===== src/rtl/lpf_pkg.sv =====
// Shared sample definitions for the LPF chain (FIR stage and decimator).
package lpf_pkg;
  localparam int SAMPLE_W = 16;

  typedef logic signed [SAMPLE_W-1:0] sample_t;

  // Log2 of a power-of-two parameter, used for phase and pointer widths.
  function automatic int log2p(input int v);
    return $clog2(v);
  endfunction
endpackage


===== src/rtl/lpf_decim_fifo.sv =====
// Output buffer for the decimator: circular storage with extra-bit pointers
// and a registered head, so the consumer side never sees a combinational path.
module lpf_decim_fifo #(
  parameter int W     = 16,
  parameter int DEPTH = 4
) (
  input  logic         clk,
  input  logic         rst,
  input  logic         push,
  input  logic [W-1:0] wdata,
  input  logic         pop,
  output logic         full,
  output logic         empty,
  output logic [W-1:0] head
);
  localparam int AW = $clog2(DEPTH);

  logic [W-1:0] mem_q [DEPTH];
  logic [AW:0]  wr_q, wr_d, rd_q, rd_d;
  logic [W-1:0] head_q, head_d;
  logic [AW:0]  count;
  logic [AW-1:0] rd_next_idx;

  assign count       = wr_q - rd_q;
  assign empty       = (wr_q == rd_q);
  assign full        = (wr_q[AW] != rd_q[AW]) && (wr_q[AW-1:0] == rd_q[AW-1:0]);
  assign rd_next_idx = rd_q[AW-1:0] + AW'(1);
  assign head        = head_q;

  // Pointer advance and next head: the entry behind the head is either already
  // stored, or is the one being pushed this cycle when only one remains.
  always_comb begin
    wr_d   = push ? wr_q + (AW+1)'(1) : wr_q;
    rd_d   = pop  ? rd_q + (AW+1)'(1) : rd_q;
    head_d = head_q;
    if (empty && push)
      head_d = wdata;
    else if (pop && count > (AW+1)'(1))
      head_d = mem_q[rd_next_idx];
    else if (pop && push)
      head_d = wdata;
  end

  // Storage is write-only state; not reset so it maps onto plain RAM cells.
  always_ff @(posedge clk) begin
    if (push) mem_q[wr_q[AW-1:0]] <= wdata;
  end

  // Pointers and head register.
  always_ff @(posedge clk or posedge rst) begin
    if (rst) begin
      wr_q   <= '0;
      rd_q   <= '0;
      head_q <= '0;
    end else begin
      wr_q   <= wr_d;
      rd_q   <= rd_d;
      head_q <= head_d;
    end
  end
endmodule


===== src/rtl/lpf_decimator.sv =====
// Decimator after the LPF: keeps every DECIM-th sample (or, with
// LPF_DECIM_AVG_EN defined, the floor average of each DECIM-sample window)
// and buffers results in a small FIFO with a sticky overflow flag.
module lpf_decimator
  import lpf_pkg::*;
#(
  parameter int DECIM      = 4,
  parameter int FIFO_DEPTH = 4
) (
  input  logic    clk,
  input  logic    reset,
  input  logic    in_valid,
  input  sample_t in_data,
  output logic    out_valid,
  input  logic    out_ready,
  output sample_t out_data,
  input  logic    ovf_clr,
  output logic    overflow
);
  localparam int PW = log2p(DECIM);

  logic [PW-1:0] phase_q, phase_d;
  logic          overflow_q, overflow_d;
  logic          produce, fifo_full, fifo_empty, fifo_push, fifo_pop, drop;
  sample_t       prod_val;
  logic [SAMPLE_W-1:0] fifo_head;

  assign produce = in_valid && (phase_q == PW'(DECIM - 1));

`ifdef LPF_DECIM_AVG_EN
  localparam int ACC_W = SAMPLE_W + PW;

  logic signed [ACC_W-1:0] acc_q, acc_d, acc_sum;

  // Window sum including the current sample; restart on the produce edge.
  always_comb begin
    acc_sum  = acc_q + $signed({{PW{in_data[SAMPLE_W-1]}}, in_data});
    prod_val = sample_t'(acc_sum >>> PW);
    acc_d    = acc_q;
    if (produce)       acc_d = '0;
    else if (in_valid) acc_d = acc_sum;
  end

  // Window accumulator.
  always_ff @(posedge clk or posedge reset) begin
    if (reset) acc_q <= '0;
    else       acc_q <= acc_d;
  end
`else
  assign prod_val = in_data;
`endif

  // Accept a produce unless full; a same-cycle transfer frees the slot.
  assign fifo_pop  = ~fifo_empty & out_ready;
  assign fifo_push = produce & (~fifo_full | fifo_pop);
  assign drop      = produce & fifo_full & ~fifo_pop;

  // Phase counter and sticky overflow (a drop beats a clear).
  always_comb begin
    phase_d = phase_q;
    if (in_valid) phase_d = produce ? '0 : phase_q + PW'(1);
    overflow_d = overflow_q;
    if (drop)         overflow_d = 1'b1;
    else if (ovf_clr) overflow_d = 1'b0;
  end

  // Phase and flag registers.
  always_ff @(posedge clk or posedge reset) begin
    if (reset) begin
      phase_q    <= '0;
      overflow_q <= 1'b0;
    end else begin
      phase_q    <= phase_d;
      overflow_q <= overflow_d;
    end
  end

  lpf_decim_fifo #(
    .W     (SAMPLE_W),
    .DEPTH (FIFO_DEPTH)
  ) u_fifo (
    .clk   (clk),
    .rst   (reset),
    .push  (fifo_push),
    .wdata (prod_val),
    .pop   (fifo_pop),
    .full  (fifo_full),
    .empty (fifo_empty),
    .head  (fifo_head)
  );

  assign out_valid = ~fifo_empty;
  assign out_data  = sample_t'(fifo_head);
  assign overflow  = overflow_q;
endmodule


===== config.mk =====
export PLATFORM = sky130hd
export DESIGN_NAME = lpf_decimator
export DESIGN_NICKNAME = d
export VERILOG_FILES = /design/src/rtl/lpf_pkg.sv /design/src/rtl/lpf_decim_fifo.sv /design/src/rtl/lpf_decimator.sv
export SDC_FILE = /design/constraint.sdc
export NUM_CORES = 1
export LEC_CHECK = 0
export CORE_ASPECT_RATIO = 1.1
export CORE_UTILIZATION = 27
export CTS_CLUSTER_DIAMETER = 60
export DETAILED_ROUTE_END_ITERATION = 8
export GPL_TIMING_DRIVEN = 0
export PLACE_DENSITY = 0.55
export SYNTH_ARGS = -nofsm -noshare
export SYNTH_HDL_FRONTEND = slang
export SYNTH_SLANG_ARGS = --single-unit

===== constraint.sdc =====
create_clock -name clk -period 5.1 [get_ports clk]
set_input_delay 0.765 -clock clk [delete_from_list [all_inputs] [get_ports clk]]
set_output_delay 0.765 -clock clk [all_outputs]
set_load 0.005 [all_outputs]

==> impl_metrics.env, run 1 <==
export IMPL_slowest_stage="clkdlybuf4s50_1"
export IMPL_hpwlAfterDp_um=4910
export IMPL_fmax_mhz=363
export IMPL_synthArstFlopShare_pct=28.1
export IMPL_combPwrFrac_pct=38.3
export IMPL_ios=39
export IMPL_grt_usage_pct=12.3
export IMPL_fin_cells=437
export IMPL_overflow=0
export IMPL_synth_top_area_share_pct=52.9
export IMPL_synth_cell_area_um2=3640
export IMPL_cap_violations=0
export IMPL_ys_flop_type="edfxtp_1"
export IMPL_required_ns=4.34
export IMPL_rows=44
export IMPL_ctsResizeCount=0
export IMPL_vias_per_cell=4.57
export IMPL_yosysSeqAreaShare_pct=70.1
export IMPL_slew_violations=0
export IMPL_dieHeight_um=124
export IMPL_yosysTopAreaCell="edfxtp_1"
export IMPL_core_um2=13200
export IMPL_ant_nets=0
export IMPL_powerDensity_nw_per_um2=618
export IMPL_wl_per_cell_um=17.5
export IMPL_worstPathCellList="inv_1, ha_1, and2_1, nand2_1, clkdlybuf4s50_1"
export IMPL_maxSlewHeadroom_pct=27.1
export IMPL_finish_utilization_pct=34.5
export IMPL_ys_warn_count=0
export IMPL_tightest_slew_ns=1.09
export IMPL_diodes=0
export IMPL_port_buffers=37
export IMPL_clkPwrFrac_pct=25.8
export IMPL_total_power_mw=2.80
export IMPL_rsz0062_at_grt="no"
export IMPL_syn_inst=223
export IMPL_antenna_found_initial=0
export IMPL_nets=301
export IMPL_crit_type="register to output pin"
export IMPL_outcome="complete, no violations"
export IMPL_r2r_start="u_fifo.rd_q[2]$_DFFE_PP0N_"
export IMPL_holdWs_ns=0.483
export IMPL_dieArea_um2=13900
export IMPL_die_w_um=113
export IMPL_yosysMostFrequentCell="edfxtp_1"
export IMPL_worst_slack_ns=2.35
export IMPL_design_area_um2=4540
export IMPL_cts_tree="built"
export IMPL_drcViolationCount=0
export IMPL_start_util_pct=27.6
export IMPL_gp_congestion=0.694
export IMPL_ir_drop_mv=0.181
export IMPL_cts_setup_buffers=0
export IMPL_crit_fanout=4
export IMPL_clk_latency_ns=0.35
export IMPL_wl_um=7630
export IMPL_grt_pass1_vias=2179
export IMPL_cts_path_max_buffers=2
export IMPL_numCtsBuffers=9
export IMPL_intPower_mw=1.92
export IMPL_setup_tns_ns=0
export IMPL_htree_levels=3
export IMPL_p_sw_mw=0.887
export IMPL_hp_start="phase_q[0]$_DFFE_PP0P_"
export IMPL_drive_above_1_share_pct=16.3
export IMPL_synth_seq_cells=89
export IMPL_clock_sinks=89
export IMPL_root_buffer="clkbuf_16"
export IMPL_hold_path_class="register to register"
export IMPL_startpoint_type="register"
export IMPL_clk_pin_slew_ns=0.06
export IMPL_synthTopCellsByArea="edfxtp_1 53%, dfrtp_1 17%, mux4_2 9.9%, nand2_1 3.7%, a31oi_1 2.8%"
export IMPL_min_period_ns=2.75
export IMPL_drt_pass1_iter_count=4
export IMPL_grt_pass1_wl_um=12100
export IMPL_synthDistinctLibCells=29
export IMPL_synth_common_cells="64 x edfxtp_1, 36 x nand2_1, 25 x dfrtp_1"
export IMPL_cts_hold_buf=0
export IMPL_end_kind="output pin"
export IMPL_dp_slack_ns=2.09
export IMPL_fillers=1261
export IMPL_fin_worst_skew_ns=0.00763
export IMPL_place_area_um2=4210
export IMPL_area_growth_pct=24.7
export IMPL_grt_max_degree=26
export IMPL_syn_avg_cell_area_um2=16.3
export IMPL_cp_arrival_ns=1.99
export IMPL_period_share_pct=54.0
export IMPL_synth_edf_count=64
export IMPL_vias=1999
export IMPL_synth_nets=253
export IMPL_slowest_delay_ns=0.52
export IMPL_place_inst=421
export IMPL_finalHoldViolations=0
export IMPL_power_share_sequential_pct=35.9
export IMPL_drt_iter0_markers=74
export IMPL_sw_frac_of_total_pct=31.7
export IMPL_finalSetupViolations=0
export IMPL_critPathLaunch="u_fifo.wr_q[0]$_DFFE_PP0P_"
export IMPL_leakage_nw=1.63
[layout make-up]
cell class	count	area, um2	area share (%)
Sequential cell	89	2550	56.2
Clock buffer	10	239	5.27
Clock inverter	6	88.8	1.96
Buffer	10	72.6	1.60
Inverter	6	22.5	0.497
Tap cell	161	201	4.44
Multi-Input combinational cell	118	993	21.9
Timing Repair Buffer	37	370	8.17
[path summary, 6_finish.rpt]
kind,cells after the start,slack [ns],endpoint
hold reg to reg,1,0.48,phase_q[0]$_DFFE_PP0P_
min in group asynchronous,2,1.00,u_fifo.head[14]$_DFFE_PP0P_
hold / removal,1,0.48,phase_q[0]$_DFFE_PP0P_
setup reg to reg,3,2.62,u_fifo.mem_q[3][10]$_DFFE_PP_
max in group asynchronous,2,3.44,u_fifo.head[10]$_DFFE_PP0P_
setup / recovery,5,2.35,out_valid
[cells by family after synthesis]
family          Yosys count  share of synthesized area (%)
mux                      19                           10.8
simple gates             62                           7.05
fa+ha+maj                 9                           3.30
flops                    89                           70.1
xor+xnor                  6                           1.82
compound gates           22                           4.34
buf+inv                  16                           2.61
[cells in the final DEF, fill, tap and decap left out, types with 5 or more instances in the layout]
master / netlist / layout
nor2_1: 16 / 16
ha_1: 8 / 8
clkbuf_16: 0 / 9
nand2_1: 36 / 36
and2_1: 5 / 5
dfrtp_1: 25 / 25
edfxtp_1: 64 / 64
clkdlybuf4s50_1: 0 / 37
inv_1: 6 / 6
a31oi_1: 16 / 16
mux4_2: 16 / 16
[registers in the layout (all words and copies together), names as in the netlist]
| name | count |
|---|---|
| overflow | 1 |
| phase_q | 2 |
| u_fifo.mem_q | 64 |
| u_fifo.wr_q | 3 |
| u_fifo.rd_q | 3 |
| u_fifo.head | 16 |
[power groups by stage]
stage	clock network, mW	logic [mW]	registers [mW]
final	0.723	1.07	1.01
after global routing	0.760	1.19	1.02
after CTS	0.737	1.10	1.01
after global placement	0	1.07	1.02
after detailed placement	0	1.10	1.02
after floorplan	0	0.714	1.01
[critical path, delay by kind of cell (launching register included)]
family,cells,cell delay (ns)
flops,1,0.40
fa+ha+maj,1,0.28
simple gates,2,0.30
buf+inv,2,0.67
[per-layer routing]
| metal | share of wire, % | vias up | wire length [um] | track usage, % |
|---|---|---|---|---|
| met1 | 44 | 1017 | 3330 | 14.8 |
| li1 | - | 931 | - | - |
| met4 | 2.0 | 0 | 153 | 5.75 |
| met5 | 0 | - | 0 | 0 |
| met2 | 51 | 42 | 3880 | 20.8 |
| met3 | 3.5 | 9 | 268 | 3.11 |
(Power assumes the default switching activity.)
==> inputs of run 2 (changes only) <==
==> constraint.sdc (replaced) <==
create_clock -name clk -period 2.8 [get_ports clk]
set_input_delay 0.42 -clock clk [delete_from_list [all_inputs] [get_ports clk]]
set_output_delay 0.42 -clock clk [all_outputs]
set_load 0.005 [all_outputs]
==> results of run 2 <==
The final DEF is identical to that of run 1. Status: complete, no violations.
Main changes from that run: setup slack after placement 2.09 ns -> 0.137 ns; setup slack after layout 2.35 ns -> 0.322 ns; hold slack 0.483 ns -> 0.379 ns; start point of the critical path u_fifo.wr_q[0]$_DFFE_PP0P_ -> u_fifo.rd_q[2]$_DFFE_PP0N_; end point of the critical path out_valid -> u_fifo.mem_q[3][10]$_DFFE_PP_; register-to-register setup slack 2.62 ns -> 0.32 ns; total power 2.80 mW -> 5.11 mW; worst IR drop on VDD 0.181 mV -> 0.329 mV
==> inputs of run 3 (changes only) <==
--- a/config.mk
+++ b/config.mk
@@ -13,4 +13,5 @@
 export PLACE_DENSITY = 0.55
 export SYNTH_ARGS = -nofsm -noshare
 export SYNTH_HDL_FRONTEND = slang
+export SYNTH_HIERARCHICAL = 1
 export SYNTH_SLANG_ARGS = --single-unit
==> run 3 against run 2 <==
Compared with the run above:
- routed wire length is 1.1% lower
- flip-flop and latch count stayed put
- fmax is 5.8% lower
- die area is 1.3% higher
- largest cell class unchanged
- clock power is 20% lower
- cell area is 0.55% higher
- first-iteration DRC count is 20% higher
- synthesized cell count is 13% lower
- combinational power is 5% higher
==> impl_metrics.env, run 3 <==
export IMPL_outcome="complete, no violations"
export IMPL_syn_inst=195
export IMPL_hpwlAfterDp_um=4660
export IMPL_wl_per_cell_um=17.4
export IMPL_synth_common_cells="64 x edfxtp_1, 25 x dfrtp_1, 16 x a21boi_0, 16 x mux4_2, 10 x a221o_1"
export IMPL_drive_above_1_share_pct=22.9
export IMPL_cap_violations=0
export IMPL_total_power_mw=4.96
export IMPL_gp_congestion=0.648
export IMPL_yosysSeqAreaShare_pct=69.2
export IMPL_port_buffers=38
export IMPL_core_um2=13300
export IMPL_ir_drop_mv=0.374
export IMPL_overflow=0
export IMPL_antenna_found_initial=0
export IMPL_grt_pass1_wl_um=11800
export IMPL_ant_nets=0
export IMPL_grt_usage_pct=11.7
export IMPL_maxSlewHeadroom_pct=32.7
export IMPL_wl_um=7550
export IMPL_numCtsBuffers=9
export IMPL_period_share_pct=94.0
export IMPL_gr_usage_met1_pct=14.7
export IMPL_drcViolationCount=0
export IMPL_dp_slack_ns=-0.157
export IMPL_met3_usage_pct=2.53
export IMPL_synth_edf_count=64
export IMPL_rsz0062_at_grt="no"
export IMPL_holdWs_ns=0.280
export IMPL_fmax_mhz=380
export IMPL_min_period_ns=2.63
export IMPL_slew_violations=0
export IMPL_r2r_start="u_fifo/wr_q[0]$_DFFE_PP0P_"
export IMPL_leakage_nw=1.61
export IMPL_clock_sinks=89
export IMPL_cp_arrival_ns=2.85
export IMPL_die_w_um=113
export IMPL_critPathLaunch="u_fifo/wr_q[0]$_DFFE_PP0P_"
export IMPL_synthTopCellsByArea="edfxtp_1 52%, dfrtp_1 17%, mux4_2 9.8%, a21boi_0 3.3%, a221o_1 2.7%"
export IMPL_nets=275
export IMPL_ios=39
export IMPL_powerDensity_nw_per_um2=1090
export IMPL_setup_tns_ns=0
export IMPL_finalSetupViolations=0
export IMPL_final_cell_mix="64 x edfxtp_1, 38 x clkdlybuf4s50_1, 24 x dfrtp_1, 16 x mux4_2, 16 x a21boi_0"
export IMPL_area_growth_pct=23.8
export IMPL_fin_cells=433
export IMPL_grtUsageMet2_pct=19.1
export IMPL_start_util_pct=27.8
export IMPL_synth_top_area_share_pct=52.2
export IMPL_worst_slack_ns=0.169
export IMPL_cts_hold_buf=0
export IMPL_synth_seq_cells=89
export IMPL_startpoint_type="register"
export IMPL_cts_tree="built"
export IMPL_place_inst=417
export IMPL_ys_flop_type="edfxtp_1"
export IMPL_ys_warn_count=6
export IMPL_largest_reg_flops=64
export IMPL_htree_levels=3
export IMPL_end_kind="register"
export IMPL_required_ns=3.02
export IMPL_fin_worst_skew_ns=0.00413
export IMPL_root_buffer="clkbuf_16"
export IMPL_cts_path_max_buffers=2
export IMPL_syn_avg_cell_area_um2=18.9
export IMPL_design_area_um2=4560
export IMPL_place_area_um2=4290
export IMPL_grt_pass1_vias=2033
export IMPL_grt_max_degree=23
export IMPL_clk_pin_slew_ns=0.06
export IMPL_dieArea_um2=14100
export IMPL_rr_worst_depth=11
export IMPL_yosysTopAreaCell="edfxtp_1"
export IMPL_finalHoldViolations=0
export IMPL_vias_per_cell=4.42
export IMPL_drt_iter0_markers=89
export IMPL_layout_commonest_cell="edfxtp_1"
export IMPL_yosysMostFrequentCell="edfxtp_1"
export IMPL_drt_pass1_iter_count=4
export IMPL_dieHeight_um=125
export IMPL_crit_fanout=10
export IMPL_crit_type="register to register"
export IMPL_synthArstFlopShare_pct=28.1
export IMPL_synth_cell_area_um2=3680
export IMPL_vias=1913
export IMPL_synth_nets=225
export IMPL_clk_latency_ns=0.34
export IMPL_hold_path_class="input port to asynchronous set/reset pin"
export IMPL_grt_busiest_layer="met2"
export IMPL_diodes=0
export IMPL_finish_utilization_pct=34.4
export IMPL_rows=44
export IMPL_tightest_slew_ns=1.01
export IMPL_synthDistinctLibCells=31
run 3: worst paths after layout:
| check | slack [ns] | endpoint |
|---|---|---|
| hold reg to reg | 0.51 | u_fifo/wr_q[0]$_DFFE_PP0P_ |
| max in group asynchronous | 1.47 | u_fifo/wr_q[0]$_DFFE_PP0P_ |
| setup reg to reg | 0.17 | u_fifo/head[15]$_DFFE_PP0P_ |
| setup / recovery | 0.17 | u_fifo/head[15]$_DFFE_PP0P_ |
| hold / removal | 0.28 | overflow$_DFFE_PP0P_ |
| min in group clk | 0.51 | u_fifo/wr_q[0]$_DFFE_PP0P_ |
run 3: logic make-up after synthesis:
| family | share of synthesized area [%] |
|---|---|
| multiplexers | 10.4 |
| AO/OA/AOI/OAI | 9.21 |
| AND/OR/NAND/NOR | 3.19 |
| XOR/XNOR | 2.00 |
| flip-flops | 69.2 |
| buffers and inverters | 2.79 |
| adder cells (fa/ha/maj) | 3.26 |
run 3: critical path: stages (launching register included):
cell and delay, ns:
dfrtp_2 0.40, inv_1 0.09, ha_1 0.36, and3_1 0.21, nor2b_4 0.12, o21ba_2 0.13
buf_4 0.17, nand4_4 0.18, and3_1 0.25, buf_6 0.14, buf_6 0.15, a221o_1 0.32
run 3: layer usage:
metal	share of wire [%]	vias up	routed length, um
li1	-	873	-
met1	45	993	3370
met2	50	38	3800
met3	3.3	9	249
met4	1.7	0	128
met5	0	-	0
run 3: cell type report:
type,count,area [um2]
buffer,10,68.8
clock buffer,10,229
clock inverter,5,23.8
fill,1275,8710
inverter,9,33.8
multi-input combinational,87,1040
sequential,89,2550
tap,184,230
timing repair buffer,39,388
run 3: what timing repair did:
action | in CTS | in global routing
setup endpoints to repair | 75 | 10
setup buffers | 1 | 0
cloned | 0 | 0
endpoints found under the hold margin | 0 | 0
resized for setup | 4 | 1
run 3: power by group:
part           switching, mW  internal [mW]
combinational          0.948           1.10
sequential             0.156           1.70
clock                  0.470          0.585
total                   1.57           3.39
